[src/rtl/fetch_stage.sv]
// Instruction fetch stage: launches imem requests, tracks in-flight responses and
// buffers fetched {pc, inst} pairs in a 2-entry queue presented to decode.
module fetch_stage #(
   parameter logic [31:0] RESET_PC = 32'h0000_0000
) (
   input  logic        clk,
   input  logic        rst,
   input  logic        stall_pc,
   input  logic        stall_f2,
   input  logic        redirect_valid,
   input  logic [31:0] redirect_pc,
   output logic        imem_req,
   output logic [31:0] imem_addr,
   input  logic        imem_gnt,
   input  logic        imem_rvalid,
   input  logic [31:0] imem_rdata,
   output logic [31:0] f2_pc,
   output logic [31:0] f2_inst,
   output logic        f2_is_a_inst
);

   localparam int unsigned XLEN  = 32;
   localparam int unsigned DEPTH = 2;

   typedef enum logic {FETCH, REDIR_WAIT} state_e;

   state_e            state_q, state_d;
   logic [XLEN-1:0]   pc_q, pc_d;
   logic [XLEN-1:0]   tgt_q, tgt_d;
   logic              pend_q, pend_d;
   logic [1:0]        fcnt_q, fcnt_d;
   logic [XLEN-1:0]   fpc_q [DEPTH];
   logic [XLEN-1:0]   fpc_d [DEPTH];
   logic [XLEN-1:0]   finst_q [DEPTH];
   logic [XLEN-1:0]   finst_d [DEPTH];
   logic [1:0]        icnt_q, icnt_d;
   logic [XLEN-1:0]   ipc_q [DEPTH];
   logic [XLEN-1:0]   ipc_d [DEPTH];
   logic              idrop_q [DEPTH];
   logic              idrop_d [DEPTH];

   logic              pop, room, launch, accept, rsp, push;
   logic [2:0]        occ;

   // Request control: a pending (ungranted) request is held regardless of stalls.
   always_comb begin
      pop      = f2_is_a_inst & ~stall_f2;
      occ      = 3'(fcnt_q) + 3'(icnt_q) - 3'(pop);
      room     = occ < 3'd2;
      launch   = (state_q == FETCH) & ~redirect_valid & ~stall_pc & room;
      imem_req = ~rst & ((state_q == REDIR_WAIT) | pend_q | launch);
      accept   = imem_req & imem_gnt;
      rsp      = imem_rvalid & (icnt_q != 2'd0);
      push     = rsp & ~idrop_q[0] & ~redirect_valid;
   end

   assign imem_addr    = pc_q;
   assign f2_pc        = fpc_q[0];
   assign f2_inst      = finst_q[0];
   assign f2_is_a_inst = fcnt_q != 2'd0;

   // Next-state: in-flight queue, output queue, pc and redirect FSM.
   always_comb begin
      state_d = state_q;
      pc_d    = pc_q;
      tgt_d   = tgt_q;
      pend_d  = imem_req & ~imem_gnt;
      icnt_d  = icnt_q;
      ipc_d   = ipc_q;
      idrop_d = idrop_q;
      fcnt_d  = fcnt_q;
      fpc_d   = fpc_q;
      finst_d = finst_q;

      if (rsp) begin
         ipc_d[0]   = ipc_q[1];
         idrop_d[0] = idrop_q[1];
         icnt_d     = icnt_q - 2'd1;
      end
      if (redirect_valid) begin
         for (int i = 0; i < DEPTH; i++) idrop_d[i] = 1'b1;
      end
      if (accept) begin
         ipc_d[icnt_d[0]]   = pc_q;
         idrop_d[icnt_d[0]] = redirect_valid | (state_q == REDIR_WAIT);
         icnt_d             = icnt_d + 2'd1;
      end

      if (pop) begin
         fpc_d[0]   = fpc_q[1];
         finst_d[0] = finst_q[1];
         fcnt_d     = fcnt_q - 2'd1;
      end
      if (push) begin
         fpc_d[fcnt_d[0]]   = ipc_q[0];
         finst_d[fcnt_d[0]] = imem_rdata;
         fcnt_d             = fcnt_d + 2'd1;
      end
      if (redirect_valid) fcnt_d = 2'd0;

      case (state_q)
         FETCH: begin
            if (redirect_valid) begin
               if (imem_req & ~imem_gnt) begin
                  tgt_d   = redirect_pc;
                  state_d = REDIR_WAIT;
               end else begin
                  pc_d = redirect_pc;
               end
            end else if (accept) begin
               pc_d = pc_q + 32'd4;
            end
         end
         REDIR_WAIT: begin
            if (redirect_valid) tgt_d = redirect_pc;
            if (imem_gnt) begin
               pc_d    = redirect_valid ? redirect_pc : tgt_q;
               state_d = FETCH;
            end
         end
         default: state_d = FETCH;
      endcase
   end

   always_ff @(posedge clk or posedge rst) begin
      if (rst) begin
         state_q <= FETCH;
         pc_q    <= RESET_PC;
         tgt_q   <= '0;
         pend_q  <= 1'b0;
         fcnt_q  <= '0;
         icnt_q  <= '0;
         for (int i = 0; i < DEPTH; i++) begin
            fpc_q[i]   <= '0;
            finst_q[i] <= '0;
            ipc_q[i]   <= '0;
            idrop_q[i] <= 1'b0;
         end
      end else begin
         state_q <= state_d;
         pc_q    <= pc_d;
         tgt_q   <= tgt_d;
         pend_q  <= pend_d;
         fcnt_q  <= fcnt_d;
         icnt_q  <= icnt_d;
         fpc_q   <= fpc_d;
         finst_q <= finst_d;
         ipc_q   <= ipc_d;
         idrop_q <= idrop_d;
      end
   end

endmodule

[config.mk]
export PLATFORM = sky130hd
export DESIGN_NAME = fetch_stage
export DESIGN_NICKNAME = d
export VERILOG_FILES = /design/src/rtl/fetch_stage.sv
export SDC_FILE = /design/constraint.sdc
export NUM_CORES = 1
export LEC_CHECK = 0
export ABC_AREA = 1
export CORE_MARGIN = 10
export CORE_UTILIZATION = 50
export CTS_CLUSTER_SIZE = 16
export DETAILED_ROUTE_END_ITERATION = 10
export PLACE_DENSITY_LB_ADDON = 0.3
export SLEW_MARGIN = 30
export SYNTH_ARGS = -nofsm -noshare
export SYNTH_HDL_FRONTEND = slang
export SYNTH_SLANG_ARGS = --single-unit
[constraint.sdc]
create_clock -name clk -period 9.06 [get_ports clk]
set_input_delay 1.812 -clock clk [delete_from_list [all_inputs] [get_ports clk]]
set_output_delay 1.812 -clock clk [all_outputs]
set_load 0.01 [all_outputs]
# Word-level counts from Yosys, hierarchy flattened
# Cells that the tools add are included.
# classes
n_addsub	7
n_lt_le_gt_ge	5
n_eq_ne	5
n_mux	37
n_bitwise	22
reduce_logical	6
# op_table
operator	n
two-way mux 32 bit	12
bitwise mux 64 bit	3
two-way mux 64 bit	3
case mux 32 bit (2 select lines)	2
demux 32 bit (select 1 bit)	2
adder 32 x 3 -> 32 bit, second input constant	1
two-way mux 2 bit	7
bitwise AND 1 bit	10
inverter 1 bit	7
inequality test 2 bit, second input constant	3
inequality test 3 bit, second input constant	2
two-way mux 1 bit	5
adder 2 x 1 -> 2 bit, second input constant	2
>= comparator 2 bit, second input constant	2
< comparator 2 x 1 -> 1 bit, second input constant	2
inverter 1 -> 2 bit	2
nonzero test 2 bit	2
subtractor 2 x 1 -> 2 bit, second input constant	2
adder 2 x 2 -> 3 bit	1
< comparator 3 x 2 -> 1 bit, second input constant	1
bitwise OR 1 bit	3
AND reduction 3 bit	1
subtractor 3 x 1 -> 3 bit	1
bitwise mux 2 bit	1
4 further kinds	5
# word_totals
ff_bits	264
in_bits	71
out_inout_bits	98
wordCells	96

# Longest topological paths before layout
# logic_depth
depth_word	11
mapped_depth	21
depth_no_buf	19

# Worst setup path after synthesis
# OpenSTA, ideal clock, no wires.
# synth_timing
path_kind	in2out
from	in rst
to	out imem_req
arrival_ns	7.787
required_time_ns	7.248
slack_ns	-0.539
stages	3
path_buffers	0
cell_sequence	inv_1 > nand2_1 > inv_1
# synth_between
elab_chain_cells	2
# synth_lines
element	line_no	source
start: declaration	7	input logic rst,
inverter 1 bit	51	imem_req = ~rst & ((state_q == REDIR_WAIT) | pend_q | launch);
bitwise AND 1 bit	51	
end: declaration	12	output logic imem_req,
# No other way between the ends.

# Worst setup path after layout
# layout_timing
from	in stall_f2
to	out imem_req
# layout_between
elab_chain_cells	7
# layout_lines
element	line_no	source
start: declaration	9	input logic stall_f2,
inverter 1 bit	47	pop = f2_is_a_inst & ~stall_f2;
bitwise AND 1 bit	47	
subtractor 3 x 1 -> 3 bit	48	occ = 3'(fcnt_q) + 3'(icnt_q) - 3'(pop);
< comparator 3 x 2 -> 1 bit	49	room = occ < 3'd2;
bitwise AND 1 bit	50	launch = (state_q == FETCH) & ~redirect_valid & ~stall_pc & room;
bitwise OR 1 bit	51	
bitwise AND 1 bit	51	
# No other way between the ends.

==> summary.txt <==
Layout
  – Finished Layout Cells: 1,974
  – Post-route cell area: 0.0153 mm^2
  – Reg area: 0.00661 mm^2
  – Layout cells sized above 1: 7.60%
  – Final #Nets: 1,703
  – Area of the multi-input gates: 0.00509 mm^2
  – Fillers: 2,227
  – Layout area overhead: 17.6%
  – Antenna Cells: 0

Place
  – Input/output buffers: 168
  – Pre-CTS setup slack: 2.32 ns
  – RD Place Congestion: 0.907
  – Placed Cells: 1,925
  – Placed inst area: 0.0144 mm^2
  – HPWL Detailed: 22,600 um

Yosys
  – Yosys reg bits: 264
  – Synth top area cells: dfrtp_1, nand2_1, nor2_1
  – Net count after synthesis: 1,642
  – Share of synthesized registers carrying an async set or reset: 100%
  – Mapped Area: 0.0130 mm^2
  – Post-synth EDFFs: 0
  – Yosys cell types: 40
  – Sequential area share after synthesis: 50.9%
  – Syn_area_per_cell: 8.30 um^2
  – Primary FF master, synth: dfrtp_1
  – Share of the synthesized area in the top cell type: 50.9%
  – Mapped Cells: 1,564
  – Synth area leader: dfrtp_1
  – Synthesis Warnings: 0

Routing
  – DRT antenna net count: 0
  – Top routing layer in use: met4
  – Final wirelength: 34,000 um
  – Pre-antenna DRT Iters: 7
  – Met3 WL post-DR: 2380 um
  – Routed wl met2: 16,100 um
  – DR WL/cell: 17.2 um
  – M1 WL: 14,900 um
  – Drt drc: 0
  – Total number of vias: 10,500
  – 1st-iter DRT viols: 1,058
  – Drt via density: 5.33

Power and ir drop
  – Pleak: 7.11 nW
  – P_int: 3.06 mW
  – Maximum vdd drop: 0.000188 V
  – Sw Share: 36.3%
  – Power per standard cell area: 314 mW/mm^2
  – Flop pwr share: 42.3%
  – Clk pwr share: 22.9%
  – NetSw: 1.74 mW
  – Logic pwr share: 34.8%

Timing
  – RSZ-0062 raised after global routing: no
  – Final setup violation count: 0
  – Final period util: 74.3%
  – Final min period: 6.73 ns
  – Setup TNS: 0 ns
  – Max_slew headroom: 43.5%
  – Worst-Margin Slew: 0.846 ns
  – FMAX: 148 MHz
  – Hold_ws: 0.479 ns
  – Endpoints failing hold: 0
  – Final worst setup slack: 2.33 ns
  – Setup Skew: 0.00978 ns
  – Final slew viol count: 0

Worst hold path
  – Worst hold endpoint: tgt_q[12]$_DFFE_PP0P_
  – Hold path depth: 2
  – HP Class: reg -> reg
  – Hold Startpoint: tgt_q[12]$_DFFE_PP0P_

GRT
  – Vias in the first global route: 10,500
  – First-pass GRT wire length: 55,500 um
  – Maximum number of pins on one net before global-route repair: 101
  – Initial antenna violation count: 0
  – Total GRT Usage: 20.2%
  – Total grt overflow: 0

Clock network
  – CTS max path bufs: 3
  – H-tree levels: 1
  – Root buffer cell: clkbuf_16
  – Hold Buf Count CTS: 0
  – CTS sink cnt: 264
  – Post-cts sizing count: 0
  – Clock slew at reported path FFs: 0.05 ns
  – CTS tree: built
  – CTS Buf Count: 28
  – Setup Buffers After CTS: 0
  – Worst skew pair latency: 0.55 ns

Die
  – Starting density of the core: 51.1%
  – Die H: 181 um
  – Core ar.: 0.0254 mm^2
  – IO Count: 169
  – Rows: 58
  – Horiz. Die Dim: 181 um
  – Die ar.: 0.0328 mm^2

Critical path
  – Worst path cell trace: clkdlybuf4s50_1 > nor2_4 > buf_4 > inv_2 > nor2_1 > o21ai_0 > fa_1 > nand2_1 > nor2_4 > nand2_2 > nand2_4 > nand2_1 > inv_1 > clkdlybuf4s50_1
  – Reg-to-reg setup timing slack: 4.49 ns
  – CP max stage delay: 0.62 ns
  – Worst-case reg-to-reg path depth: 17
  – CP Launch Type: primary input
  – Critical path type: in -> out
  – Arrival time worst endpoint: 4.92 ns
  – Worst path bufs/invs: 5
  – CP max FO: 67
  – Slowest CP cell: buf_4
  – Worst Path Required: 7.25 ns
  – CP endpoint kind: output pin
  – Worst reg2reg path startpoint: fcnt_q[0]$_DFF_PP0_
  – CP top delay family: buffers and inverters

Run status
  – Status: completed

Flow run
  – Max-cap viol count: 0
## logic make-up after synthesis
group | Yosys count | share of synthesized area [%]
fa+ha+maj | 7 | 0.732
mux | 46 | 3.99
xor+xnor | 4 | 0.270
simple gates | 664 | 20.8
compound gates | 303 | 13.0
flops | 264 | 50.9
buf+inv | 276 | 10.3
## Yosys cell counts (2+ instances only)
| master | number |
|---|---|
| nor2_4 | 3 |
| nand3b_1 | 2 |
| inv_1 | 123 |
| o21a_1 | 19 |
| buf_4 | 67 |
| a31oi_1 | 65 |
| nor3_1 | 3 |
| nand2_1 | 414 |
| o211ai_1 | 5 |
| mux2_2 | 46 |
| ha_1 | 6 |
| nand2_2 | 4 |
| nand3_1 | 49 |
| inv_2 | 3 |
| o21bai_1 | 4 |
| nor2_1 | 168 |
| xor2_1 | 4 |
| nand3_4 | 2 |
| buf_2 | 24 |
| a21oi_1 | 74 |
| o21ai_0 | 117 |
| buf_6 | 2 |
| buf_1 | 7 |
| nor4_1 | 3 |
| nand2_4 | 3 |
| o22ai_1 | 14 |
| dfrtp_1 | 264 |
| o21ai_1 | 3 |
| nand4_1 | 8 |
| clkbuf_1 | 48 |
## worst min-delay path, stage by stage, from the launching register on
cell     delay, ns
dfrtp_1       0.34
nand2_1       0.06
nand2_1       0.05
## how the worst max path moves through the flow
stage / slack [ns] / depth (start not counted) / from / endpoint
after floorplan: 1.27 / 3 / rst / imem_req
after global placement: 2.39 / 14 / stall_f2 / imem_req
after detailed placement: 2.32 / 14 / stall_f2 / imem_req
after CTS: 2.31 / 14 / stall_f2 / imem_req
after global routing: 2.07 / 14 / stall_f2 / imem_req
final: 2.33 / 14 / stall_f2 / imem_req
## area by class of cell
class	count	share of cell area (%)
Sequential cell	264	43.2
Multi-Input combinational cell	1024	33.3
Timing Repair Buffer	180	11.8
Clock buffer	40	5.14
Inverter	127	3.15
Tap cell	330	2.70
Clock inverter	9	0.622
## power groups by stage
| stage | Sequential, mW | Combinational [mW] | Clock, mW |
|---|---|---|---|
| after floorplan | 1.94 | 1.15 | 0 |
| after global placement | 2.02 | 1.62 | 0 |
| after detailed placement | 2.04 | 1.67 | 0 |
| after CTS | 2.03 | 1.69 | 1.12 |
| after global routing | 2.09 | 1.87 | 1.17 |
| final | 2.03 | 1.67 | 1.10 |
## per-stage QoR
step	total power, mW	util (%)
after detailed placement	3.71	56.7
final	4.80	60.1
after floorplan	3.09	-
after global placement	3.65	56.5
after global routing	5.13	60.1
after CTS	4.83	60.1
## routing by layer
layer | track usage (%) | vias up
met3 | 4.36 | 37
met1 | 26.8 | 5032
li1 | - | 5139
met4 | 4.23 | 0
met2 | 33.3 | 318
met5 | 0 | -
## cells in the final DEF (no fill, tap or decap), types with 9 or more instances in the layout
cell             synthesis  final
o21ai_0                117    117
a31oi_1                 65     65
clkbuf_16                0     28
buf_4                   67      9
o22ai_1                 14     14
nand2_1                414    413
a21oi_1                 74     74
dfrtp_1                264    264
mux2_2                  46     46
o21a_1                  19     19
inv_1                  123    121
nand3_1                 49     49
clkdlybuf4s50_1          0    168
nor2_1                 168    166
(Power assumes the default switching activity.)
